==> src/rtl/logic_shift_unit_pkg.sv <==
// Shared types for the logic/shift unit: opcodes, FSM states and opcode
// classification helpers.
package lu_pkg;

  localparam int LU_OP_W = 4;

  typedef enum logic [3:0] {
    OP_AND  = 4'd0,
    OP_OR   = 4'd1,
    OP_XOR  = 4'd2,
    OP_NOT  = 4'd3,
    OP_NAND = 4'd4,
    OP_NOR  = 4'd5,
    OP_XNOR = 4'd6,
    OP_PASS = 4'd7,
    OP_SHL  = 4'd8,
    OP_SHR  = 4'd9,
    OP_SAR  = 4'd10,
    OP_ROL  = 4'd11,
    OP_ROR  = 4'd12
  } lu_op_e;

  typedef enum logic [1:0] {
    IDLE  = 2'd0,
    SHIFT = 2'd1,
    DONE  = 2'd2
  } lu_state_e;

  function automatic logic is_shift(input logic [LU_OP_W-1:0] op);
    return (op >= OP_SHL) && (op <= OP_ROR);
  endfunction

  // Codes 13..15 are unassigned and produce a zero result with the illegal flag.
  function automatic logic is_illegal(input logic [LU_OP_W-1:0] op);
    return op > OP_ROR;
  endfunction

endpackage

==> src/rtl/logic_shift_unit_step.sv <==
// Combinational datapath: the bitwise result of a/b for ops 0-7 and a
// single one-bit shift/rotate step of r for ops 8-12.
module lu_step
  import lu_pkg::*;
#(
  parameter int WIDTH = 16
) (
  input  logic [LU_OP_W-1:0] op,
  input  logic [WIDTH-1:0]   a,
  input  logic [WIDTH-1:0]   b,
  input  logic [WIDTH-1:0]   r,
  output logic [WIDTH-1:0]   logic_y,
  output logic [WIDTH-1:0]   step_y
);

  always_comb begin
    logic_y = '0;
    case (op)
      OP_AND:  logic_y = a & b;
      OP_OR:   logic_y = a | b;
      OP_XOR:  logic_y = a ^ b;
      OP_NOT:  logic_y = ~a;
      OP_NAND: logic_y = ~(a & b);
      OP_NOR:  logic_y = ~(a | b);
      OP_XNOR: logic_y = ~(a ^ b);
      OP_PASS: logic_y = b;
      default: logic_y = '0;
    endcase
  end

  // Rotates stay within WIDTH; SAR replicates the current sign bit.
  always_comb begin
    step_y = r;
    case (op)
      OP_SHL:  step_y = {r[WIDTH-2:0], 1'b0};
      OP_SHR:  step_y = {1'b0, r[WIDTH-1:1]};
      OP_SAR:  step_y = {r[WIDTH-1], r[WIDTH-1:1]};
      OP_ROL:  step_y = {r[WIDTH-2:0], r[WIDTH-1]};
      OP_ROR:  step_y = {r[0], r[WIDTH-1:1]};
      default: step_y = r;
    endcase
  end

endmodule

==> src/rtl/logic_shift_unit.sv <==
// Handshaked logic/shift unit: single-cycle bitwise ops, one-bit-per-cycle
// shifts/rotates, result zero-extended to 2*WIDTH with zero/parity/illegal flags.
module logic_shift_unit
  import lu_pkg::*;
#(
  parameter int WIDTH = 16
) (
  input  logic               clk,
  input  logic               rst,
  input  logic               in_valid,
  output logic               in_ready,
  input  logic [WIDTH-1:0]   a,
  input  logic [WIDTH-1:0]   b,
  input  logic [LU_OP_W-1:0] opcode,
  output logic               out_valid,
  input  logic               out_ready,
  output logic [2*WIDTH-1:0] result,
  output logic               zero,
  output logic               parity,
  output logic               illegal,
  output logic [1:0]         dbg_state
);

  localparam int SHAMT_W = $clog2(WIDTH);

  // Handshake: a transfer happens on a rising edge where valid && ready.
  // in_ready is high only in IDLE, out_valid only in DONE; the result and
  // flags hold until out_ready is seen with out_valid high.
  lu_state_e            state_q;
  logic [LU_OP_W-1:0]   op_q;
  logic [SHAMT_W-1:0]   cnt_q;
  logic [WIDTH-1:0]     r_q;
  logic                 zero_q;
  logic                 parity_q;
  logic                 illegal_q;

  logic [LU_OP_W-1:0]   op_sel;
  logic [SHAMT_W-1:0]   shamt;
  logic [WIDTH-1:0]     logic_y;
  logic [WIDTH-1:0]     step_y;
  logic [WIDTH-1:0]     accept_r;
  logic                 accept;
  logic                 start_shift;

  assign shamt       = b[SHAMT_W-1:0];
  assign accept      = (state_q == IDLE) && in_valid;
  assign start_shift = is_shift(opcode) && (shamt != '0);
  assign op_sel      = (state_q == IDLE) ? opcode : op_q;
  // A shift by zero completes at accept with the source unchanged.
  assign accept_r    = is_shift(opcode) ? a : logic_y;

  lu_step #(
    .WIDTH (WIDTH)
  ) u_step (
    .op      (op_sel),
    .a       (a),
    .b       (b),
    .r       (r_q),
    .logic_y (logic_y),
    .step_y  (step_y)
  );

  always_ff @(posedge clk or posedge rst) begin
    if (rst) begin
      state_q   <= IDLE;
      op_q      <= '0;
      cnt_q     <= '0;
      r_q       <= '0;
      zero_q    <= 1'b0;
      parity_q  <= 1'b0;
      illegal_q <= 1'b0;
    end else begin
      case (state_q)
        IDLE: begin
          if (accept) begin
            op_q <= opcode;
            if (start_shift) begin
              r_q       <= a;
              cnt_q     <= shamt;
              zero_q    <= 1'b0;
              parity_q  <= 1'b0;
              illegal_q <= 1'b0;
              state_q   <= SHIFT;
            end else begin
              r_q       <= accept_r;
              zero_q    <= (accept_r == '0);
              parity_q  <= ^accept_r;
              illegal_q <= is_illegal(opcode);
              state_q   <= DONE;
            end
          end
        end
        SHIFT: begin
          r_q   <= step_y;
          cnt_q <= cnt_q - SHAMT_W'(1);
          if (cnt_q == SHAMT_W'(1)) begin
            zero_q   <= (step_y == '0);
            parity_q <= ^step_y;
            state_q  <= DONE;
          end
        end
        DONE: begin
          if (out_ready) begin
            state_q <= IDLE;
          end
        end
        default: state_q <= IDLE;
      endcase
    end
  end

  // in_ready stays low while reset is held so nothing is accepted then.
  assign in_ready  = !rst && (state_q == IDLE);
  assign out_valid = (state_q == DONE);
  assign result    = {{WIDTH{1'b0}}, r_q};
  assign zero      = zero_q;
  assign parity    = parity_q;
  assign illegal   = illegal_q;
  assign dbg_state = state_q;

endmodule

==> config.mk <==
export PLATFORM = sky130hd
export DESIGN_NAME = logic_shift_unit
export DESIGN_NICKNAME = d
export VERILOG_FILES = /design/src/rtl/logic_shift_unit_pkg.sv /design/src/rtl/logic_shift_unit_step.sv /design/src/rtl/logic_shift_unit.sv
export SDC_FILE = /design/constraint.sdc
export NUM_CORES = 1
export LEC_CHECK = 0
export ABC_AREA = 1
export CAP_MARGIN = 15
export CELL_PAD_IN_SITES_DETAIL_PLACEMENT = 1
export CELL_PAD_IN_SITES_GLOBAL_PLACEMENT = 2
export CORE_ASPECT_RATIO = 1.4
export CORE_MARGIN = 1.5
export CORE_UTILIZATION = 31
export CTS_CLUSTER_DIAMETER = 30
export DETAILED_ROUTE_END_ITERATION = 10
export PLACE_DENSITY_LB_ADDON = 0.05
export SYNTH_ARGS = -nofsm -noshare
export SYNTH_HDL_FRONTEND = slang
export SYNTH_SLANG_ARGS = --single-unit
==> constraint.sdc <==
create_clock -name clk -period 6.6 [get_ports clk]
set_clock_uncertainty 0.15 [all_clocks]
set_input_delay 1.32 -clock clk [delete_from_list [all_inputs] [get_ports clk]]
set_output_delay 1.32 -clock clk [all_outputs]
set_load 0.005 [all_outputs]
Word level (Yosys, flattened, before mapping)
Cells that the tools add are included.
{ "word_totals": {"ff_bits": 29, "wordCells": 79} }
{ "op_classes": {"n_addsub": 1, "n_lt_le_gt_ge": 3, "n_eq_ne": 19, "muxes": 24, "bitwise": 7, "reduce_logical": 18} }
{ "op_table": {"columns": ["operator", "n"], "rows": [
  ["$pmux W16 S8", 1],
  ["$pmux W16 S5", 1],
  ["$not A16 Y16", 4],
  ["$mux W16", 3],
  ["$logic_not A16 Y1", 2],
  ["$pmux W16 S2", 1],
  ["$reduce_xor A16 Y1", 2],
  ["$eq A4 B4 Y1 const B", 5],
  ["$and A16 B16 Y16", 1],
  ["$eq A4 B3 Y1 const B", 4],
  ["$or A16 B16 Y16", 1],
  ["$xor A16 B16 Y16", 1],
  ["$mux W4", 3],
  ["$reduce_and A3 Y1", 3],
  ["$eq A4 B1 Y1 const B", 2],
  ["$eq A4 B2 Y1 const B", 2],
  ["$mux W2", 4],
  ["$pmux W4 S2", 1],
  ["$mux W1", 7],
  ["$ne A2 B2 Y1 const B", 3],
  ["$pmux W2 S3", 1],
  ["$ge A4 B4 Y1 const B", 1],
  ["$gt A4 B4 Y1 const B", 1],
  ["$le A4 B4 Y1 const B", 1],
  ["12 further kinds", 17]
]} }

Logic depth before layout (Yosys ltp)
{ "depth": {"word_depth": 9, "mapped_depth": 21} }

By module
Synthesis repeated with hierarchy kept, for this count alone.
{ "unflattened": {"hier_cells": 961, "hier_area_um2": 5331.4} }
{ "by_module_without_submodules": {"columns": ["module", "instances", "cells_per_inst", "area_per_inst_um2"], "rows": [
  ["logic_shift_unit", 1, 405, 2677.6],
  ["lu_step", 1, 556, 2653.8]
]} }

Least setup slack after synthesis
No wires, ideal clock.
{ "synth_timing": {"path_kind": "input to register", "from": "input opcode[3]", "to": "register parity_q, in the netlist parity", "setup_time_ps": 116, "arrival_time_ps": 3169, "required_ps": 6334, "path_slack_ps": 3165, "path_stages": 20, "path_buffers": 1, "path_cell_list": "inv_1 > nand2_1 > o21ai_2 > nand2_2 > nor2_4 > buf_6 > nand2_1 > nand2_1 > nor2_1 > nand2_1 > nand2_1 > nand2_1 > inv_1 > ha_1 > xnor2_1 > xor2_1 > xnor2_1 > o21ai_0 > nand2_1 > nand2_1"} }
{ "synth_between": {"elab_chain_cells": 8} }
{ "synth_lines": {"columns": ["element", "line", "source"], "rows": [
  ["start, declared", "logic_shift_unit.sv:14", "input logic [LU_OP_W-1:0] opcode,"],
  ["$mux W4", "logic_shift_unit.sv:48", "assign op_sel = (state_q == IDLE) ? opcode : op_q;"],
  ["$eq A4 B3 Y1, or another cell as far along", "logic_shift_unit_step.sv:18", "case (op)"],
  ["$pmux W16 S8", "logic_shift_unit_step.sv:18", null],
  ["$mux W16", "logic_shift_unit.sv:50", "assign accept_r = is_shift(opcode) ? a : logic_y;"],
  ["$reduce_xor A16 Y1", "logic_shift_unit.sv:87", "parity_q <= ^accept_r;"],
  ["$mux W1", "logic_shift_unit.sv:77", "if (start_shift) begin"],
  ["$mux W1", "logic_shift_unit.sv:75", "if (accept) begin"],
  ["$pmux W1 S2 *", "logic_shift_unit.sv:73", "case (state_q)"],
  ["end signal, assigned", "logic_shift_unit.sv:87", null],
  ["end signal, assigned", "logic_shift_unit.sv:98", "parity_q <= ^step_y;"],
  ["end, declared", "logic_shift_unit.sv:34", "logic parity_q;"]
]} }
Mark *: on every way between the ends. The rest lies on a longest branch, timed or not. The select of a mux whose other input is x is not followed.
A chain may end at the register's enable or synchronous reset.

Worst setup path after layout
{ "layout_timing": {"from": "input opcode[2]", "to": "register parity_q, in the netlist parity"} }
The elaborated chain is that of the path after synthesis.

==> metrics.md <==
| Metric | Value |
|---|---|
| Status | completed |
| CTS tree | done |
| Drt drc | 0 |
| WL/cell | 15.1 um |
| Die area | roughly 0.016 mm2 |
| RSZ-0062 raised after global routing | no |
| Area growth syn-to-layout | 18.9% |
| Total CTS buffers | 5 |
| Switching Share | 55.2% |
| Vias per Instance | 4.83 |
| Global-route wire length before repair | 26.6 mm |
| Int Pwr | 1.49 mW |
| I/O Buffers | between 60 and 70 |
| CTS resizes | 0 |
| TNS Setup | 0 ns |
| CTS H-tree lvls | 2 |
| Nets | ~930 |
| Sequential area share after synthesis | 15.5% |
| Final cell count without fillers | around 1000 |
| Fill count | 2019 |
| Post-Synth Simple-Gate Area | 46.9% |
| Gpl congestion | roughly 0.8 |
| Syn Area/Cell | 5.86 um2 |
| CTS max path bufs | 2 |
| Global route overflow | 0 |
| Max Freq | 218 MHz |
| Library cells used by synthesis | 36 |
| Starting Density | 32.0% |
| Min Hold Slack | 0.357 ns |
| Max FO, Critical Path | 44 |
| CTS hold repair buffers | 0 |
| DP Cell Count | 1026 |
| Routed Wire Length | 15.6 mm |
| Largest net degree at the start of global routing | 45 |
| Clk sink count | 29 |
| Setup CP Type | in -> reg |
| 1st-iter DRT viols | 156 |
| Netlist Area Pre-Place | 0.00467 mm2 |
| Core Box Area | ~0.015 mm2 |
| Clock Power Share | under 10% |
| Final min period | 4.59 ns |
| Comb pwr share | between 80% and 90% |
| Compound-Gate Fraction of Synth Area | 4.77% |
| Final setup vio count | 0 |
| Share of layout cells above drive strength 1 | 5.33% |
| Worst hold path type | reg -> reg |
| Clock latency at the later pin of the worst-skew pair | 0.28 ns |
| Clk slew on worst S/H paths | 0.05 ns |
| Die Span Y | 148 um |
| Initial antenna violation count | 0 |
| Power density over the cells | 600 mW/mm2 |
| Synth Register Bits | 29 |
| Post-detail-place hpwl | 12.0 mm |
| Worst slew pin tran | 1.03 ns |
| LEAKAGE | 3.07 nW |
| DRT Pass-1 Iters | 4 |
| Antenna Nets Post-Route | 0 |
| Fin. Hold Viols | 0 |
| Adder-cell area share of the yosys netlist | 13.4% |
| XOR/XNOR Fraction of Synth Area | between 2 and 3% |
| Slew Viols, Final | 0 |
| NetSw | around 1.8 mW |
| Die X | approximately 110 um |
| CP arrival | 4.61 ns |
| Worst slew margin | 31.1% |
| Root Buffer | clkbuf_16 |
| Main combinational cell family by area after synthesis | simple AND/OR/NAND/NOR gates |
| Worst EP required | 6.62 ns |
| Postcts setup bufs | 0 |
| Maximum VDD drop | about 0.26 mV |
| Antenna Cells | 0 |
| Synth Instances | 796 |
| Vias in the first global route | roughly 5400 |
| GRT Total Usage | a little over a fifth |
| Vias | 4997 |
| Rows | 52 |
| I/O pins | 79 |
| Post-synthesis mux area share | 0% |
| Max cap viols | 0 |
| Reg power frac | 10.7% |
| Worst setup SP type | input port |
| Final period util | a little over two thirds |
| Crit end category | register |
| Synth Warn # | 0 |
flip-flops by register name, summed over array words and instances, names as in the netlist:
signal     cells
r_q           16
cnt_q          4
op_q           4
dbg_state      2
illegal        1
parity         1
zero           1
per-stage QoR:
step           util (%)  power, mW  worst slack, ns  cell area [um2]
2_1_floorplan         -       2.31             3.16             4720
3_3_place_gp       36.8       3.02             1.81             5360
3_5_place_dp       36.8       3.08             1.68             5360
4_1_cts            38.1       3.40             1.98             5550
5_1_grt            38.1       3.72             1.64             5550
6_report           38.1       3.33             2.01             5550
final cells by class:
cell class                 count  area (um2)  share of cell area, %
multi-input combinational    607        3230                   58.1
inverter                     131         492                   8.86
clock inverter                 3        65.1                   1.17
sequential                    29         726                   13.1
timing repair buffer          70         681                   12.3
clock buffer                   5         125                   2.25
tap                          189         236                   4.26
power groups by stage:
| stage | Clock (mW) | Sequential, mW | Combinational (mW) |
|---|---|---|---|
| CTS | 0.311 | 0.358 | 2.74 |
| global route | 0.314 | 0.369 | 3.03 |
| finish | 0.303 | 0.356 | 2.68 |
| detailed placement | 0 | 0.360 | 2.72 |
| floorplan | 0 | 0.339 | 1.98 |
| global placement | 0 | 0.356 | 2.66 |
cells in the mapped netlist (all sizes together):
cell type	n	area (um2)
xnor2	11	96.3
nand3	82	410
o22ai	1	6.26
clkbuf	4	15.0
o221ai	1	8.76
conb	1	3.75
inv	130	488
o31ai	1	7.51
ha	50	626
nand2	295	1160
xor2	4	35.0
nand4	5	31.3
nor3	4	20.0
a21boi	11	82.6
o21ai	14	73.8
o21a	1	7.51
buf	40	264
o211ai	1	7.51
or2	2	12.5
dfrtp	29	726
a21oi	5	28.8
nor2	74	339
nand3b	29	218
clkinv	1	3.75
routing by layer:
layer,global-route usage (%),vias to the layer above,wire (um)
li1,-,2507,-
met1,24.6,2408,6830
met2,40.7,65,8280
met3,1.53,17,237
met4,5.20,0,290
met5,0,-,0
final timing paths:
kind | cells past startpoint | slack [ns] | end | from
max | 19 | 2.01 | parity$_DFFE_PP0P_ | opcode[2]
min | 2 | 0.36 | illegal$_DFFE_PP0P_ | illegal$_DFFE_PP0P_
max reg2reg | 19 | 2.87 | parity$_DFFE_PP0P_ | dbg_state[1]$_DFFE_PP0P_
min reg2reg | 2 | 0.36 | illegal$_DFFE_PP0P_ | illegal$_DFFE_PP0P_
max in group asynchronous | 3 | 4.68 | r_q[13]$_DFFE_PP0P_ | rst
min in group asynchronous | 3 | 1.30 | cnt_q[3]$_DFFE_PP0P_ | rst
worst max-delay path, stage by stage:
cell,delay [ns]
clkdlybuf4s50_1,0.52
inv_1,0.06
nand2_1,0.06
nand2_1,0.13
nor2_4,0.80
nand3_1,0.15
nand2_1,0.12
nor2_1,0.05
nand2_1,0.06
nand2_1,0.05
nand2_1,0.11
inv_1,0.06
ha_1,0.30
xor2_1,0.16
xnor2_1,0.27
xnor2_1,0.16
o21ai_0,0.09
nand2_1,0.07
nand2_1,0.05
layout by cell type (no fill, tap or decap), types with 8 or more instances in the layout:
cell type	count
nand2_1	283
inv_1	125
nand3_1	82
nor2_1	65
clkdlybuf4s50_1	62
ha_1	50
nand3b_1	29
dfrtp_1	29
conb_1	16
o21ai_0	13
xnor2_1	11
a21boi_1	10
nand2_2	8
buf_4	8
kinds of logic (layout without fill, tap and decap cells):
logic type / count (synthesis) / in the layout
AND/OR/NAND/NOR: 491 / 491
buffers and inverters: 175 / 209
adder cells (fa/ha/maj): 50 / 50
AO/OA/AOI/OAI: 35 / 35
flip-flops: 29 / 29
XOR/XNOR: 15 / 15
other: 1 / 16
No activity file was read; power rests on OpenSTA's default activity.
==> patch 1 (same flow settings) <==
Change the package constant `LU_OP_W` from 4 to 6.
--- a/src/rtl/logic_shift_unit_pkg.sv
+++ b/src/rtl/logic_shift_unit_pkg.sv
@@ -2,7 +2,7 @@
 // classification helpers.
 package lu_pkg;
 
-  localparam int LU_OP_W = 4;
+  localparam int LU_OP_W = 6;
 
   typedef enum logic [3:0] {
     OP_AND  = 4'd0,
Interface: changed (resized opcode); port bits go from 79 to 81. The function was not compared with the original's and may differ.
==> patch 1 against the original RTL <==
Critical path depth grew 1; setup slack lost 0.25 ns; core utilization shrank 0.38 points; synthesized area grew 3.9%; hold slack lost 0.026 ns; sequential cell count grew 2; wire length grew 5.3%; final area grew 3.2%; global-route usage grew 0.12 points; critical path type unchanged.
Power is not compared: it rests on default switching activity, and its combinational part moved more than twofold at a synthesized area within 25%.
==> patch 1: results (changes against the original RTL) <==
| Metric | Value |
|---|---|
| Status | complete, no violations |
| 1st-pass router iterations | 4 (unchanged) |
| CP startpoint | opcode[4] |
| Global-route wire length before repair | 27.1 mm (+2.2%) |
| Post-synthesis async set-or-reset flop share | 100% (unchanged) |
| Max-slew headroom | 33.2% (+2.1 points) |
| Commonest register cell after synthesis | dfrtp_1 |
| Synth top cells by count | 244 x nand2_1, 142 x inv_1, 100 x nor2_1 |
| Hold WS | 0.331 ns (-0.0259 ns) |
| R2R Path Start | dbg_state[0] |
| Diode count | 0 (unchanged) |
| Worst EP arrival | 4.89 ns (+0.28 ns) |
| Num CTS Buffers | 5 (unchanged) |
| Vias in the first global route | 5578 (+3.2%) |
| Synth unique cells | 34 (-5.6%) |
| Vias per Instance | 4.86 (+0.48%) |
| H-tree level count | 2 (unchanged) |
| Routed WL per cell | 15.4 um (+1.9%) |
| Slowest cell on the critical path | nor2_4 |
| Static Leak | 3.10 nW |
| CP delay by family, top | simple AND/OR/NAND/NOR gates |
| Clk buf depth | 2 (unchanged) |
| Hold-critical path depth | 2 (unchanged) |
| HPWL after detailed placement | 12.9 mm (+7.5%) |
| Cts repair resizes | 0 (unchanged) |
| Skew-Pair Late Insertion Delay | 0.28 ns (about the same) |
| Largest net degree at the start of global routing | 46 (+2.2%) |
| RePlAce Congestion | 0.788 (-1.6%) |
| Detailed router's first-iteration violation count | 191 (+22%) |
| Antenna violations before repair | 0 (unchanged) |
| Cells after Synth | 828 (+4.0%) |
| Clock Pin Slew Worst Setup and Hold Paths | 0.06 ns |
| Post-route setup slack | 1.77 ns (-0.246 ns) |
| Pre-CTS WS | 1.50 ns (-0.185 ns) |
| Post-CTS setup buffer count | 0 (unchanged) |
| Top cells by area, synth | nand2_1 19%, dfrtp_1 16%, ha_1 13%, inv_1 11%, nand3_1 8.8% |
| Worst reg-to-reg setup slack | 2.64 ns (-0.23 ns) |
| Placed cell areas | 5550 um2 (+3.6%) |
| Post-route ant nets | 0 (unchanged) |
| Share of cells above drive strength 1 | 5.59% (+0.26 points) |
| Top Registers | r_q (16), op_q (6), cnt_q (4) |
| Layout Cells excl Fill | 1069 (+3.4%) |
| Crit path max fanout | 45 (+2.3%) |
| Core Area | 15200 um2 (+4.2%) |
| Register area share after synthesis | 16.0% (+0.45 points) |
| Critical Path Sink | parity |
| Overall routing resource usage | 21.1% (+0.12 points) |
| Port buffer count | 64 (+3.2%) |
| Nets | 968 (+3.6%) |
| Synth warn | 0 (unchanged) |
| Slowest stage delay, CP | 0.76 ns (-0.04 ns) |
## patch 1: changes by cell type after synthesis, sizes merged, moves of 6 or more
cell    before  now
a21boi      11    1
a21oi        5   30
inv        130  147
nand2      295  260
nand3       82   88
nand3b      29   22
nor2        74  107
## patch 1: area by class of cell
| cell class | count | area [um2] |
|---|---|---|
| multi-input cells | 621 | 3300 |
| clock buffers | 6 | 139 |
| flip-flops and latches | 31 | 776 |
| fillers | 2037 | 9460 |
| well taps | 192 | 240 |
| repair buffers | 70 | 686 |
| clock inverters | 2 | 35.0 |
| inverters | 147 | 554 |
## patch 1: logic make-up after synthesis
logic type	after synthesis	share of synthesized area (%)
xor gates and xnor gates	15	2.71
other	1	0.0773
adders and majority gates	50	12.9
buffers and inverters	191	17.2
AOI/OAI and AO/OA	54	6.17
and+or+nand+nor	486	45.0
DFF	31	16.0
## patch 1: worst min path at each step
stage	from	end
2_1_floorplan	op_q[4]	op_q[4]
3_3_place_gp	op_q[4]	op_q[4]
3_5_place_dp	op_q[5]	op_q[5]
4_1_cts	op_q[5]	op_q[5]
5_1_grt	op_q[5]	op_q[5]
6_report	op_q[4]	op_q[4]
## patch 1: where the power goes
group	switching, mW	total [mW]	internal, mW	leakage (nW)
Combinational	0.854	1.33	0.473	2.61
Sequential	0.0656	0.319	0.254	0.399
Clock	0.0908	0.279	0.188	0.0868
## patch 1: routing by layer
layer / wire length [um] / vias up / global-route usage [%]
li1: - / 2608 / -
met5: 0 / - / 0
met3: 370 / 27 / 1.46
met4: 525 / 0 / 8.22
met2: 8510 / 85 / 40.1
met1: 7070 / 2471 / 24.2
==> patch 2 (config.mk and constraints unchanged) <==
Without the edit above. Put one more register stage on the output `dbg_state`. The value now appears one clock later. The other outputs are not delayed to match.
--- a/src/rtl/logic_shift_unit.sv
+++ b/src/rtl/logic_shift_unit.sv
@@ -116,7 +116,9 @@
   assign zero      = zero_q;
   assign parity    = parity_q;
   assign illegal   = illegal_q;
-  assign dbg_state = state_q;
+  always_ff @(posedge clk) begin
+    dbg_state <= state_q;
+  end
 
 endmodule
 
Behaviour: not the same (Yosys sat finds a counterexample within 4 cycles, from zero or initial values and one cycle with rst high).
==> patch 2 against the original RTL <==
Power fell by 4.3%; highest routed layer unchanged; sequential cell count increased by 2; hold slack worse by 0.015 ns; setup slack better by 0.062 ns; final area up 0.79%; first-iteration DRC count is 17% lower; clock power fell by 8.3%; wire length rose by 1.9%; combinational power fell by 6%; largest power group unchanged; die area rose by 1.9%; non-clock buffer count shrank 2; maximum frequency up 1.4%; synthesized area is 2.0% higher.
==> patch 2: results (changes against the original RTL) <==
| Metric | Value |
|---|---|
| Clk buf depth | 2 (unchanged) |
| CP delay by family, top | simple AND/OR/NAND/NOR gates |
| Via count | 4991 (-0.12%) |
| Synth top cells by count | 272 x nand2_1, 131 x inv_1, 81 x nand3_1 |
| Number of flops mapped to enable cells by yosys | 0 (unchanged) |
| Max-slew headroom | 34.2% (+3.1 points) |
| HP Class | reg2reg |
| 1st-pass router iterations | 4 (unchanged) |
| Share of cells above drive strength 1 | 5.99% (+0.67 points) |
| Fin. max-slew vios | 0 (unchanged) |
| H-tree level count | 2 (unchanged) |
| Global-route wire length before repair | 26.6 mm (+0.10%) |
| Synth warn | 0 (unchanged) |
| Post-synthesis async set-or-reset flop share | 93.5% (-6.5 points) |
| Top cells by area, synth | nand2_1 21%, dfrtp_1 15%, ha_1 13%, inv_1 10%, nand3_1 8.5% |
| Antenna violations before repair | 0 (unchanged) |
| Worst EP arrival | 4.54 ns (-0.07 ns) |
| Number of fill cells in the layout | 2063 (+2.2%) |
| HPWL after detailed placement | 12.4 mm (+3.6%) |
| Diode count | 0 (unchanged) |
| Port buffer count | 62 (unchanged) |
| Crit path max fanout | 42 (-4.5%) |
| Pre-CTS WS | 1.73 ns (+0.0442 ns) |
| Post-CTS setup buffer count | 0 (unchanged) |
| Detailed router's first-iteration violation count | 130 (-17%) |
| VDD IR max | 0.224 mV (-15%) |
| Routed WL per cell | 15.3 um (+1.0%) |
| Largest net degree at the start of global routing | 43 (-4.4%) |
| Slowest stage delay, CP | 0.81 ns |
| Num CTS Buffers | 5 (unchanged) |
| Root buffer cell | clkbuf_16 |
| Skew-Pair Late Insertion Delay | 0.28 ns (about the same) |
| Status | complete, no violations |
| Synth unique cells | 35 (-2.8%) |
| Top Registers | r_q (16), cnt_q (4), op_q (4) |
| Slowest cell on the critical path | nor2_4 |
| RePlAce Congestion | 0.783 (-2.3%) |
| Commonest register cell after synthesis | dfrtp_1 |
| Max-Cap Viols | 0 (unchanged) |
| Nets | 940 (+0.64%) |
| Vias in the first global route | 5327 (-1.4%) |
| Cts repair resizes | 0 (unchanged) |
| Overall routing resource usage | 21.0% (about the same) |
| Clock Pin Slew Worst Setup and Hold Paths | 0.06 ns |
| Static Leak | 3.06 nW (-0.43%) |
| Register area share after synthesis | 16.1% (+0.54 points) |
==> patch 2: worst paths after layout <==
path	to	startpoint	slack, ns	depth (start not counted)
max	parity	opcode[3]	2.08	18
min in group asynchronous	op_q[3]	rst	1.31	3
min	illegal	illegal	0.34	2
max reg2reg	parity	state_q[0]	2.87	17
min reg2reg	illegal	illegal	0.34	2
max in group asynchronous	r_q[13]	rst	4.68	3
==> patch 2: cell type report <==
type	instances	area, um2	share of cell area (%)
tap	192	240	4.29
sequential	31	766	13.7
clock buffer	6	139	2.48
inverter	135	507	9.05
clock inverter	2	35.0	0.626
timing repair buffer	68	666	11.9
multi-input combinational	609	3240	58.0
==> patch 2: metrics by stage <==
step	std cells	area (um2)
floorplan	819	4820
global placement	1035	5420
detailed placement	1035	5420
CTS	1043	5600
global route	1043	5600
finish	1043	5600
==> patch 2: where the power goes <==
group / internal, mW / total, mW / switching [mW]
combinational: 0.986 / 2.53 / 1.55
clock: 0.188 / 0.278 / 0.0908
sequential: 0.281 / 0.379 / 0.0987
==> patch 2: worst register-to-register path: stages (launching register included) <==
cell and delay, ns:
dfrtp_1 0.50, o21ai_0 0.30, nand2_2 0.19, nor2_4 0.81, nand3b_1 0.18, nand2_1 0.10
nor2_1 0.05, nand2_1 0.06, nand2_1 0.05, nand2_1 0.14, inv_1 0.06, ha_1 0.31
xnor2_1 0.18, xor2_1 0.18, xnor2_1 0.14, o21ai_0 0.09, nand2_1 0.06, nand2_1 0.04
==> patch 2: kinds of logic after synthesis <==
family | after synthesis | synth area share, %
AND/OR/NAND/NOR | 491 | 46.3
buffers and inverters | 179 | 16.9
adder cells (fa/ha/maj) | 50 | 13.1
AO/OA/AOI/OAI | 37 | 4.71
flip-flops | 31 | 16.1
XOR/XNOR | 15 | 2.76
other | 1 | 0.0788
==> patch 2: routing by layer <==
layer	routed length, um	GRT usage [%]
met5	0	0
met2	8640	41.2
met4	272	6.51
met1	6730	23.9
met3	295	1.09
